==> src/rtl/hazard_ctrl_if.sv <==
// Pipeline hazard control bundle: ID/EX/MEM observations in, stall/flush/freeze controls out.
// The perf counter outputs are always present; they read 0 unless HAZARD_PERF_EN is defined.
interface hazard_ctrl_if;
  logic [4:0]  IFID_RS1addr_i;
  logic [4:0]  IFID_RS2addr_i;
  logic        RS1use_i;
  logic        RS2use_i;
  logic        IDEX_MemRead_i;
  logic [4:0]  IDEX_RDaddr_i;
  logic        Branch_i;
  logic        EXMEM_MemAccess_i;
  logic        PCWrite_o;
  logic        IFIDWrite_o;
  logic        IFIDFlush_o;
  logic        NoOp_o;
  logic        Freeze_o;
  logic        busy_o;
  logic [31:0] stall_cnt_o;
  logic [31:0] flush_cnt_o;
  logic [31:0] freeze_cnt_o;

  modport master (
    output IFID_RS1addr_i, IFID_RS2addr_i, RS1use_i, RS2use_i,
           IDEX_MemRead_i, IDEX_RDaddr_i, Branch_i, EXMEM_MemAccess_i,
    input  PCWrite_o, IFIDWrite_o, IFIDFlush_o, NoOp_o, Freeze_o, busy_o,
           stall_cnt_o, flush_cnt_o, freeze_cnt_o
  );

  modport slave (
    input  IFID_RS1addr_i, IFID_RS2addr_i, RS1use_i, RS2use_i,
           IDEX_MemRead_i, IDEX_RDaddr_i, Branch_i, EXMEM_MemAccess_i,
    output PCWrite_o, IFIDWrite_o, IFIDFlush_o, NoOp_o, Freeze_o, busy_o,
           stall_cnt_o, flush_cnt_o, freeze_cnt_o
  );
endinterface

==> src/rtl/hazard_ctrl.sv <==
// ID/EX hazard controller: load-use stall, branch flush, multi-cycle data-memory freeze.
// Optional perf counters are built only when HAZARD_PERF_EN is defined.
//
// state    | meaning
// RUN      | normal issue; a memory access in MEM may start a freeze
// MEM_WAIT | freeze in progress, cnt counts remaining cycles down to 0
// MEM_DONE | last cycle of the access; no freeze, retrigger masked
module hazard_ctrl #(
  parameter int MEM_LAT = 1
) (
  input  logic         clk_i,
  input  logic         rst_i,
  hazard_ctrl_if.slave bus
);

  typedef enum logic [1:0] {RUN, MEM_WAIT, MEM_DONE} state_t;

  localparam bit       LAT_MULTI = (MEM_LAT >= 2);
  localparam bit       LAT_TWO   = (MEM_LAT == 2);
  localparam logic [3:0] WAIT_INIT = (MEM_LAT > 2) ? 4'(MEM_LAT - 3) : 4'd0;

  state_t     state;
  logic [3:0] cnt;
  logic       luh;
  logic       mtrig;
  logic       freeze;

  assign luh = bus.IDEX_MemRead_i && (bus.IDEX_RDaddr_i != 5'd0) &&
               ((bus.RS1use_i && (bus.IFID_RS1addr_i == bus.IDEX_RDaddr_i)) ||
                (bus.RS2use_i && (bus.IFID_RS2addr_i == bus.IDEX_RDaddr_i)));
  assign mtrig  = (state == RUN) && bus.EXMEM_MemAccess_i && LAT_MULTI;
  assign freeze = mtrig || (state == MEM_WAIT);

  always_ff @(posedge clk_i or posedge rst_i) begin
    if (rst_i) begin
      state <= RUN;
      cnt   <= 4'd0;
    end else begin
      case (state)
        RUN: begin
          if (mtrig) begin
            if (LAT_TWO) begin
              state <= MEM_DONE;
            end else begin
              state <= MEM_WAIT;
              cnt   <= WAIT_INIT;
            end
          end
        end
        MEM_WAIT: begin
          if (cnt == 4'd0) state <= MEM_DONE;
          else             cnt   <= cnt - 4'd1;
        end
        default: state <= RUN;
      endcase
    end
  end

  // Freeze outranks load-use, which outranks branch: a branch alongside a
  // load-use sees stale operands and simply re-resolves next cycle.
  always_comb begin
    bus.PCWrite_o   = 1'b1;
    bus.IFIDWrite_o = 1'b1;
    bus.IFIDFlush_o = 1'b0;
    bus.NoOp_o      = 1'b0;
    bus.Freeze_o    = 1'b0;
    bus.busy_o      = (state != RUN);
    if (rst_i) begin
      bus.PCWrite_o   = 1'b0;
      bus.IFIDWrite_o = 1'b0;
      bus.NoOp_o      = 1'b1;
      bus.busy_o      = 1'b0;
    end else if (freeze) begin
      bus.Freeze_o    = 1'b1;
      bus.PCWrite_o   = 1'b0;
      bus.IFIDWrite_o = 1'b0;
    end else if (luh) begin
      bus.PCWrite_o   = 1'b0;
      bus.IFIDWrite_o = 1'b0;
      bus.NoOp_o      = 1'b1;
    end else if (bus.Branch_i) begin
      bus.IFIDFlush_o = 1'b1;
    end
  end

`ifdef HAZARD_PERF_EN
  logic [31:0] stall_cnt;
  logic [31:0] flush_cnt;
  logic [31:0] freeze_cnt;

  always_ff @(posedge clk_i or posedge rst_i) begin
    if (rst_i) begin
      stall_cnt  <= 32'd0;
      flush_cnt  <= 32'd0;
      freeze_cnt <= 32'd0;
    end else begin
      if (!freeze && luh && (stall_cnt != 32'hFFFF_FFFF))
        stall_cnt <= stall_cnt + 32'd1;
      if (bus.IFIDFlush_o && (flush_cnt != 32'hFFFF_FFFF))
        flush_cnt <= flush_cnt + 32'd1;
      if (freeze && (freeze_cnt != 32'hFFFF_FFFF))
        freeze_cnt <= freeze_cnt + 32'd1;
    end
  end

  assign bus.stall_cnt_o  = stall_cnt;
  assign bus.flush_cnt_o  = flush_cnt;
  assign bus.freeze_cnt_o = freeze_cnt;
`else
  assign bus.stall_cnt_o  = 32'd0;
  assign bus.flush_cnt_o  = 32'd0;
  assign bus.freeze_cnt_o = 32'd0;
`endif

endmodule

==> src/flat_wrapper.sv <==
// flat-port wrapper written by rule: the top's interface ports become plain ports
module hazard_ctrl_flat 
#(
  parameter int MEM_LAT = 1
)
  (clk_i, rst_i, bus_IFID_RS1addr_i, bus_IFID_RS2addr_i, bus_RS1use_i, bus_RS2use_i, bus_IDEX_MemRead_i, bus_IDEX_RDaddr_i, bus_Branch_i, bus_EXMEM_MemAccess_i, bus_PCWrite_o, bus_IFIDWrite_o, bus_IFIDFlush_o, bus_NoOp_o, bus_Freeze_o, bus_busy_o, bus_stall_cnt_o, bus_flush_cnt_o, bus_freeze_cnt_o);
  hazard_ctrl_if bus_i ();
  input  logic clk_i;
  input  logic rst_i;
  input wire logic [$bits(bus_i.IFID_RS1addr_i)-1:0] bus_IFID_RS1addr_i;
  input wire logic [$bits(bus_i.IFID_RS2addr_i)-1:0] bus_IFID_RS2addr_i;
  input wire logic [$bits(bus_i.RS1use_i)-1:0] bus_RS1use_i;
  input wire logic [$bits(bus_i.RS2use_i)-1:0] bus_RS2use_i;
  input wire logic [$bits(bus_i.IDEX_MemRead_i)-1:0] bus_IDEX_MemRead_i;
  input wire logic [$bits(bus_i.IDEX_RDaddr_i)-1:0] bus_IDEX_RDaddr_i;
  input wire logic [$bits(bus_i.Branch_i)-1:0] bus_Branch_i;
  input wire logic [$bits(bus_i.EXMEM_MemAccess_i)-1:0] bus_EXMEM_MemAccess_i;
  output wire logic [$bits(bus_i.PCWrite_o)-1:0] bus_PCWrite_o;
  output wire logic [$bits(bus_i.IFIDWrite_o)-1:0] bus_IFIDWrite_o;
  output wire logic [$bits(bus_i.IFIDFlush_o)-1:0] bus_IFIDFlush_o;
  output wire logic [$bits(bus_i.NoOp_o)-1:0] bus_NoOp_o;
  output wire logic [$bits(bus_i.Freeze_o)-1:0] bus_Freeze_o;
  output wire logic [$bits(bus_i.busy_o)-1:0] bus_busy_o;
  output wire logic [$bits(bus_i.stall_cnt_o)-1:0] bus_stall_cnt_o;
  output wire logic [$bits(bus_i.flush_cnt_o)-1:0] bus_flush_cnt_o;
  output wire logic [$bits(bus_i.freeze_cnt_o)-1:0] bus_freeze_cnt_o;
  assign bus_i.IFID_RS1addr_i = bus_IFID_RS1addr_i;
  assign bus_i.IFID_RS2addr_i = bus_IFID_RS2addr_i;
  assign bus_i.RS1use_i = bus_RS1use_i;
  assign bus_i.RS2use_i = bus_RS2use_i;
  assign bus_i.IDEX_MemRead_i = bus_IDEX_MemRead_i;
  assign bus_i.IDEX_RDaddr_i = bus_IDEX_RDaddr_i;
  assign bus_i.Branch_i = bus_Branch_i;
  assign bus_i.EXMEM_MemAccess_i = bus_EXMEM_MemAccess_i;
  assign bus_PCWrite_o = bus_i.PCWrite_o;
  assign bus_IFIDWrite_o = bus_i.IFIDWrite_o;
  assign bus_IFIDFlush_o = bus_i.IFIDFlush_o;
  assign bus_NoOp_o = bus_i.NoOp_o;
  assign bus_Freeze_o = bus_i.Freeze_o;
  assign bus_busy_o = bus_i.busy_o;
  assign bus_stall_cnt_o = bus_i.stall_cnt_o;
  assign bus_flush_cnt_o = bus_i.flush_cnt_o;
  assign bus_freeze_cnt_o = bus_i.freeze_cnt_o;
  hazard_ctrl #(.MEM_LAT(MEM_LAT)) u_core (.clk_i(clk_i), .rst_i(rst_i), .bus(bus_i));
endmodule
==> config.mk <==
export PLATFORM = sky130hd
export DESIGN_NAME = hazard_ctrl_flat
export DESIGN_NICKNAME = d
export VERILOG_FILES = /design/src/rtl/hazard_ctrl_if.sv /design/src/rtl/hazard_ctrl.sv /design/src/flat_wrapper.sv
export SDC_FILE = /design/constraint.sdc
export NUM_CORES = 1
export LEC_CHECK = 0
export CAP_MARGIN = 20
export CORE_MARGIN = 3
export CORE_UTILIZATION = 28
export DETAILED_ROUTE_END_ITERATION = 6
export GPL_TIMING_DRIVEN = 1
export PLACE_DENSITY_LB_ADDON = 0.15
export SLEW_MARGIN = 20
export SYNTH_ARGS = -nofsm -noshare
export SYNTH_HDL_FRONTEND = slang
export SYNTH_SLANG_ARGS = --single-unit
==> constraint.sdc <==
create_clock -name clk_i -period 2.2 [get_ports clk_i]
set_input_delay 0.22 -clock clk_i [delete_from_list [all_inputs] [get_ports clk_i]]
set_output_delay 0.22 -clock clk_i [all_outputs]
set_load 0.01 [all_outputs]
== Yosys cells after proc, flatten, opt, wreduce, memory -nomap -nowiden ==
Cells that the tools add are included.

* Bits in latches: 0
* Bits in writable memories: 0
* Logic and storage cells: 35
* Bits in read-only memories: 0
* Memories kept: 0
* Bits in registers: 6
* Input port bits: 22
* Output and inout bits: 102

* Shift operators: 0
* Multipliers: 0
* Eq/ne operators: 4
* Add/subtract/negate cells: 1
* $lt $le $gt $ge: 0
* Multiplexer cells: 15
* Reduce and logical (&&, ||, !) cells: 11
* Div/mod/pow operators: 0
* Bitwise logic cells: 2

{| class="wikitable"
|+ Operator list
! kind !! count
|-
| 1-bit 2-to-1 mux || 13
|-
| 5-bit == test || 2
|-
| 5-bit nonzero test || 1
|-
| 1-bit logical AND || 4
|-
| 4-bit logical NOT || 1
|-
| 2-bit case mux with 2 select lines || 1
|-
| 2-bit AND reduction || 2
|-
| 4-bit by 1-bit subtractor with 4-bit output, second input constant || 1
|-
| 2-bit by 1-bit == test with 1-bit output, second input constant || 1
|-
| 2-bit logical NOT || 1
|-
| 2-bit 2-to-1 mux || 1
|-
| 2-bit != test, second input constant || 1
|-
| 1-bit inverter || 2
|-
| 2-bit nonzero test || 1
|-
| 1-bit logical OR || 1
|}

== Longest topological paths before layout ==
Gate-level depths: netlist (run 1).

* Word-level depth: 7
* Gate-level depth with buffers: 5
* Mapped depth without buffers: 4

== Least setup slack after synthesis (run 1) ==
OpenSTA, ideal clock, no wires.

* Path kind: in2out
* Start point: input port bus_IDEX_RDaddr_i[4]
* End point: output port bus_PCWrite_o
* Slack: 0.625 ns
* Stages on the path: 4
* Arrival: 1.355 ns
* Required time: 1.980 ns
* Buffers on the path: 1
* Cell sequence: or4_1 o21a_1 a21oi_1 buf_4

* Word-level cells in the longest chain between the ends: 7
* Elaborated cells on any way between the ends: 11
* Those cells by class: eq/ne (2); mux (3); reduce/logical (6)

{| class="wikitable"
|+ RTL lines
! element !! line !! text
|-
| start, declared || flat_wrapper.sv:15 || <nowiki>input wire logic [$bits(bus_i.IDEX_RDaddr_i)-1:0] bus_IDEX_RDaddr_i;</nowiki>
|-
| 5-bit == test (on tied branches) || hazard_ctrl.sv:29, hazard_ctrl.sv:30 ||
|-
| 1-bit logical AND (on tied branches) || hazard_ctrl.sv:29, hazard_ctrl.sv:30 ||
|-
| 1-bit logical OR || hazard_ctrl.sv:29 || <nowiki>((bus.RS1use_i && (bus.IFID_RS1addr_i == bus.IDEX_RDaddr_i)) ||</nowiki>
|-
| 1-bit logical AND (*) || hazard_ctrl.sv:28 || <nowiki>assign luh = bus.IDEX_MemRead_i && (bus.IDEX_RDaddr_i != 5'd0) &&</nowiki>
|-
| 1-bit 2-to-1 mux (*) (3 in series) || - ||
|-
| end, declared || flat_wrapper.sv:18 || <nowiki>output wire logic [$bits(bus_i.PCWrite_o)-1:0] bus_PCWrite_o;</nowiki>
|}

Every way passes the cells marked *; elsewhere a longest branch is shown, timed or not.

== Worst setup path in the final report (run 1) ==
* Start point: input port bus_IDEX_RDaddr_i[4]
* End point: output port bus_IFIDWrite_o

* Word-level cells in the longest chain between the ends: 7
* Elaborated cells on any way between the ends: 11
* Those cells by class: eq/ne (2); mux (3); reduce/logical (6)

{| class="wikitable"
|+ RTL lines
! element !! line !! text
|-
| 5-bit == test (on tied branches) || hazard_ctrl.sv:29, hazard_ctrl.sv:30 ||
|-
| 1-bit logical AND (on tied branches) || hazard_ctrl.sv:29, hazard_ctrl.sv:30 ||
|-
| 1-bit logical OR || hazard_ctrl.sv:29 ||
|-
| 1-bit logical AND (*) || hazard_ctrl.sv:28 ||
|-
| 1-bit 2-to-1 mux (*) || hazard_ctrl.sv:77 || <nowiki>end else if (luh) begin</nowiki>
|-
| 1-bit 2-to-1 mux (*) || hazard_ctrl.sv:73 || <nowiki>end else if (freeze) begin</nowiki>
|-
| 1-bit 2-to-1 mux (*) || hazard_ctrl.sv:68 || <nowiki>if (rst_i) begin</nowiki>
|-
| end, declared || flat_wrapper.sv:19 || <nowiki>output wire logic [$bits(bus_i.IFIDWrite_o)-1:0] bus_IFIDWrite_o;</nowiki>
|}

Marks and branches as above.

==> out/qor.csv, run 1 <==
metric,value,unit
hold_viol,0,
status,"complete, no violations",
synth.yosys.warnings,0,
nClkBuffers,0,
path_buf_inv,2,
start_util,31.0,%
drt_iter0_drc,0,
drc,0,
setup_viol,0,
p_leak,0.481,nW
grt_overflow,0,
rows,19,
core_area,0.00290,mm²
regArea,0,µm²
die-area,0.00393,mm²
stdcell_count,189,
period_share,94.4,%
ys_seq_area_share,0,%
synth.most_common_cell,buf_4,
fmax,481,MHz
crit_arrival,1.86,ns
min_to,bus_IFIDFlush_o,
totalWireLength,1.36,mm
setup_ws,0.123,ns
yosys.area.top_type,buf_4,
nets,171,
yosys-top-cells-area,"buf_4, xnor2_1, nand4_1",
diodes,0,
end_kind,output pin,
maxCapViolations,0,
slew_violations,0,
hold_start,bus_Branch_i,
cp_slowest_cell,or4_1,
power_density,188,mW/mm²
pin_count,124,
synth_cells,121,
port_buffers,24,
grt_usage,4.56,%
postCtsSetupRepairBufs,0,
routed_via_density,2.64,
setup_tns,0,ns
hold_slack,1.21,ns
die_h,62.7,µm
antenna_found_initial,0,
cp.required,1.98,ns
critPathMaxStageDelay,0.54,ns
min_period,2.08,ns
syn-mean-instance-area,7.43,µm²
rsz0062_at_grt,no,
dp_hpwl,1.37,mm
place_worst_setup_slack,-0.179,ns
hold_class,in2out,
yosysUniqueCellTypes,11,
seq_cells,0,
path_delay_family,buffers and inverters,
irDropWorstVdd,0.0523,mV
path_class,in2out,
first_pass_iters,1,
grt_max_degree,4,
drive_gt1_share,3.40,%
path_cells,clkdlybuf4s50_1 > or4_1 > o21a_1 > a21oi_1 > dlygate4sd2_1,
final_core_util,29.1,%
ant_nets,0,
synth_common_cells,"buf_4, xnor2_1, a21oi_1, nand2_1, nand4_1",
num_vias,499,
wl_per_cell,7.18,µm
netlist.area_leader.share,82.6,%
dp.cells,189,
fp.dieW,62.7,µm
syn-cell-area,900,µm²
first_global_vias,359,
start_kind,input pin,
worstPathMaxFanout,3,
grt_pass1_wl,1.50,mm
whs_path_depth,4,
area_growth,-6.12,%
gp_congestion,0.736,
==> through the flow <==
step | cell area, µm² | total power [W]
3_5_place_dp | 843 | 0.000157
2_1_floorplan | 1260 | 0.000229
4_1_cts | 845 | 0.000155
5_1_grt | 845 | 0.000173
3_3_place_gp | 843 | 0.000157
6_report | 845 | 0.000159
==> layout make-up <==
| type | instances | area [µm²] |
|---|---|---|
| Fill cell | 330 | 2060 |
| Timing Repair Buffer | 28 | 265 |
| Multi-Input combinational cell | 119 | 527 |
| Tap cell | 42 | 52.6 |
==> timing repair <==
item | 4_1_cts | 5_1_grt
gates resized for setup | 5 | 0
hold buffers | 0 | 0
endpoints found under the setup margin | 4 | 0
endpoints found under the hold margin | 0 | 0
==> metal layers <==
| metal | part of all wire (%) | track usage [%] | wire (µm) |
|---|---|---|---|
| met1 | 24 | 4.06 | 327 |
| met3 | 15 | 0.540 | 208 |
| met2 | 61 | 10.8 | 821 |
| met5 | 0 | 0 | 0 |
| met4 | 0 | 0 | 0 |
==> layout by cell type (no fill, tap or decap), drive strengths merged, types with 2 or more instances in the layout <==
| master | count |
|---|---|
| a21oi | 2 |
| buf | 4 |
| clkdlybuf4s50 | 20 |
| conb | 98 |
| dlygate4sd2 | 4 |
| nand2 | 2 |
| nand4 | 2 |
| xnor2 | 10 |
==> kinds of logic after synthesis <==
group | synth area share (%)
buf+inv | 82.6
other cells | 0.417
compound gates | 3.48
simple gates | 3.76
xor+xnor | 9.74
==> worst min-delay path, cell delays in order <==
cell and delay [ns]:
clkdlybuf4s50_1 0.39, nand2b_1 0.07, a21oi_1 0.04, dlygate4sd2_1 0.27
==> worst max-delay path by stage <==
stage | startpoint | end | cells past startpoint
CTS | bus_IDEX_RDaddr_i[4] | bus_IFIDWrite_o | 5
detailed placement | bus_IDEX_RDaddr_i[4] | bus_IFIDWrite_o | 5
global placement | bus_IDEX_RDaddr_i[4] | bus_IFIDWrite_o | 5
global route | bus_IDEX_RDaddr_i[4] | bus_PCWrite_o | 5
finish | bus_IDEX_RDaddr_i[4] | bus_IFIDWrite_o | 5
floorplan | bus_IDEX_RDaddr_i[4] | bus_PCWrite_o | 4
==> report_power, final <==
part | switching, W | internal, W | total (W)
logic | 0.000103 | 0.0000558 | 0.000159
registers | 0 | 0 | 0
clock network | 0 | 0 | 0
total | 0.000103 | 0.0000558 | 0.000159
Note: power is estimated with default switching activity, not from simulation.
==> run 2, diff against run 1 <==
--- a/config.mk
+++ b/config.mk
@@ -11,6 +11,7 @@
 export DETAILED_ROUTE_END_ITERATION = 6
 export GPL_TIMING_DRIVEN = 1
 export PLACE_DENSITY_LB_ADDON = 0.15
+export REMOVE_ABC_BUFFERS = 1
 export SLEW_MARGIN = 20
 export SYNTH_ARGS = -nofsm -noshare
 export SYNTH_HDL_FRONTEND = slang
==> out/qor.csv, run 2 (synthesized netlist as in run 1, its figures left out) <==
metric,value,unit
status,"complete, no violations",
p_leak,0.486,nW
drc,0,
postCtsSetupRepairBufs,0,
cts.hold.buffers_added,0,
wl_per_cell,7.29,µm
path_cells,clkdlybuf4s50_1 > or4_1 > o21a_1 > a21oi_1 > dlygate4sd2_1,
final_core_util,29.4,%
cp.required,1.98,ns
period_share,93.0,%
diodes,0,
power_density,189,mW/mm²
setup_viol,0,
dp.cells,190,
first_pass_iters,2,
hold_viol,0,
whs_path_depth,4,
cp_slowest_cell,or4_1,
path_class,in2out,
seq_cells,0,
maxCapViolations,0,
route.met3.wl,317,µm
drt_iter0_drc,2,
antenna_found_initial,0,
first_global_vias,338,
nets,172,
final_common_cell,conb_1,
nClkBuffers,0,
irDropWorstVdd,0.0598,mV
start_kind,input pin,
totalWireLength,1.39,mm
worstPathMaxFanout,3,
regArea,0,µm²
slew_violations,0,
wl_met2,732,µm
grt_pass1_wl,1.52,mm
pin_count,124,
fmax,488,MHz
crit_arrival,1.83,ns
drive_gt1_share,4.05,%
min_period,2.05,ns
critPathMaxStageDelay,0.51,ns
wl_met1,334,µm
die-area,0.00393,mm²
grt_max_degree,4,
hold_class,in2out,
nFillCells,310,
gp_congestion,0.641,
top_layer,met3,
rsz0062_at_grt,no,
start_util,31.0,%
min_to,bus_IFIDFlush_o,
hold_start,bus_Branch_i,
postCtsResizedCells,5,
grt_overflow,0,
die_h,62.7,µm
fp.dieW,62.7,µm
stdcell_count,190,
port_buffers,24,
routed_via_density,2.67,
grt_usage,4.59,%
final_cell_mix,"conb_1, clkdlybuf4s50_1, xnor2_1",
end_kind,output pin,
ant_nets,0,
area_growth,-5.29,%
num_vias,508,
core_area,0.00290,mm²
rows,19,
dp_hpwl,1.39,mm
[run 2: cell types whose count changed in the layout (fill, tap and decap cells not counted), sizes merged]
cell / delta
buf: +1
[run 2: per-layer routing]
metal  vias up  track usage, %
met5         -               0
met4         0               0
met3         0            1.62
met2        72            10.3
met1       205            3.95
li1        231               -
[run 2: how the worst max path moves through the flow]
stage	start	end	slack, ns	cells past startpoint
2_1_floorplan	bus_IDEX_RDaddr_i[4]	bus_IFIDWrite_o	0.70	3
3_3_place_gp	bus_IDEX_RDaddr_i[4]	bus_PCWrite_o	-0.14	5
3_5_place_dp	bus_IDEX_RDaddr_i[4]	bus_IFIDWrite_o	-0.14	5
4_1_cts	bus_IDEX_RDaddr_i[4]	bus_IFIDWrite_o	0.14	5
5_1_grt	bus_IDEX_RDaddr_i[4]	bus_PCWrite_o	0.06	5
6_report	bus_IDEX_RDaddr_i[4]	bus_IFIDWrite_o	0.15	5
[run 2: final cells by class]
cell class,count,area [µm²],area share (%)
Tap cell,42,52.6,6.17
Multi-Input combinational cell,119,527,61.8
Timing Repair Buffer,29,273,32.0
[run 2: per-stage QoR]
step	TNS (ns)	cell area [µm²]	hold WS, ns	setup slack, ns	power, W
after detailed placement	-0.394	851	1.41	-0.143	0.000159
after CTS	0	852	1.22	0.144	0.000157
final	0	852	1.21	0.153	0.000161
after global routing	0	852	1.25	0.0641	0.000174
after floorplan	0	520	0.517	0.702	0.0000981
after global placement	-0.389	851	1.42	-0.140	0.000158
[run 2: critical path, delay by kind of cell]
family	cells	cell delay (ns)
buf+inv	2	0.71
compound gates	2	0.39
simple gates	1	0.51
[run 2: power breakdown]
part	internal [W]	total, W	switching, W	leakage [nW]
registers	0	0	0	0
logic	0.0000569	0.000161	0.000104	0.486
clock network	0	0	0	0
total	0.0000569	0.000161	0.000104	0.486
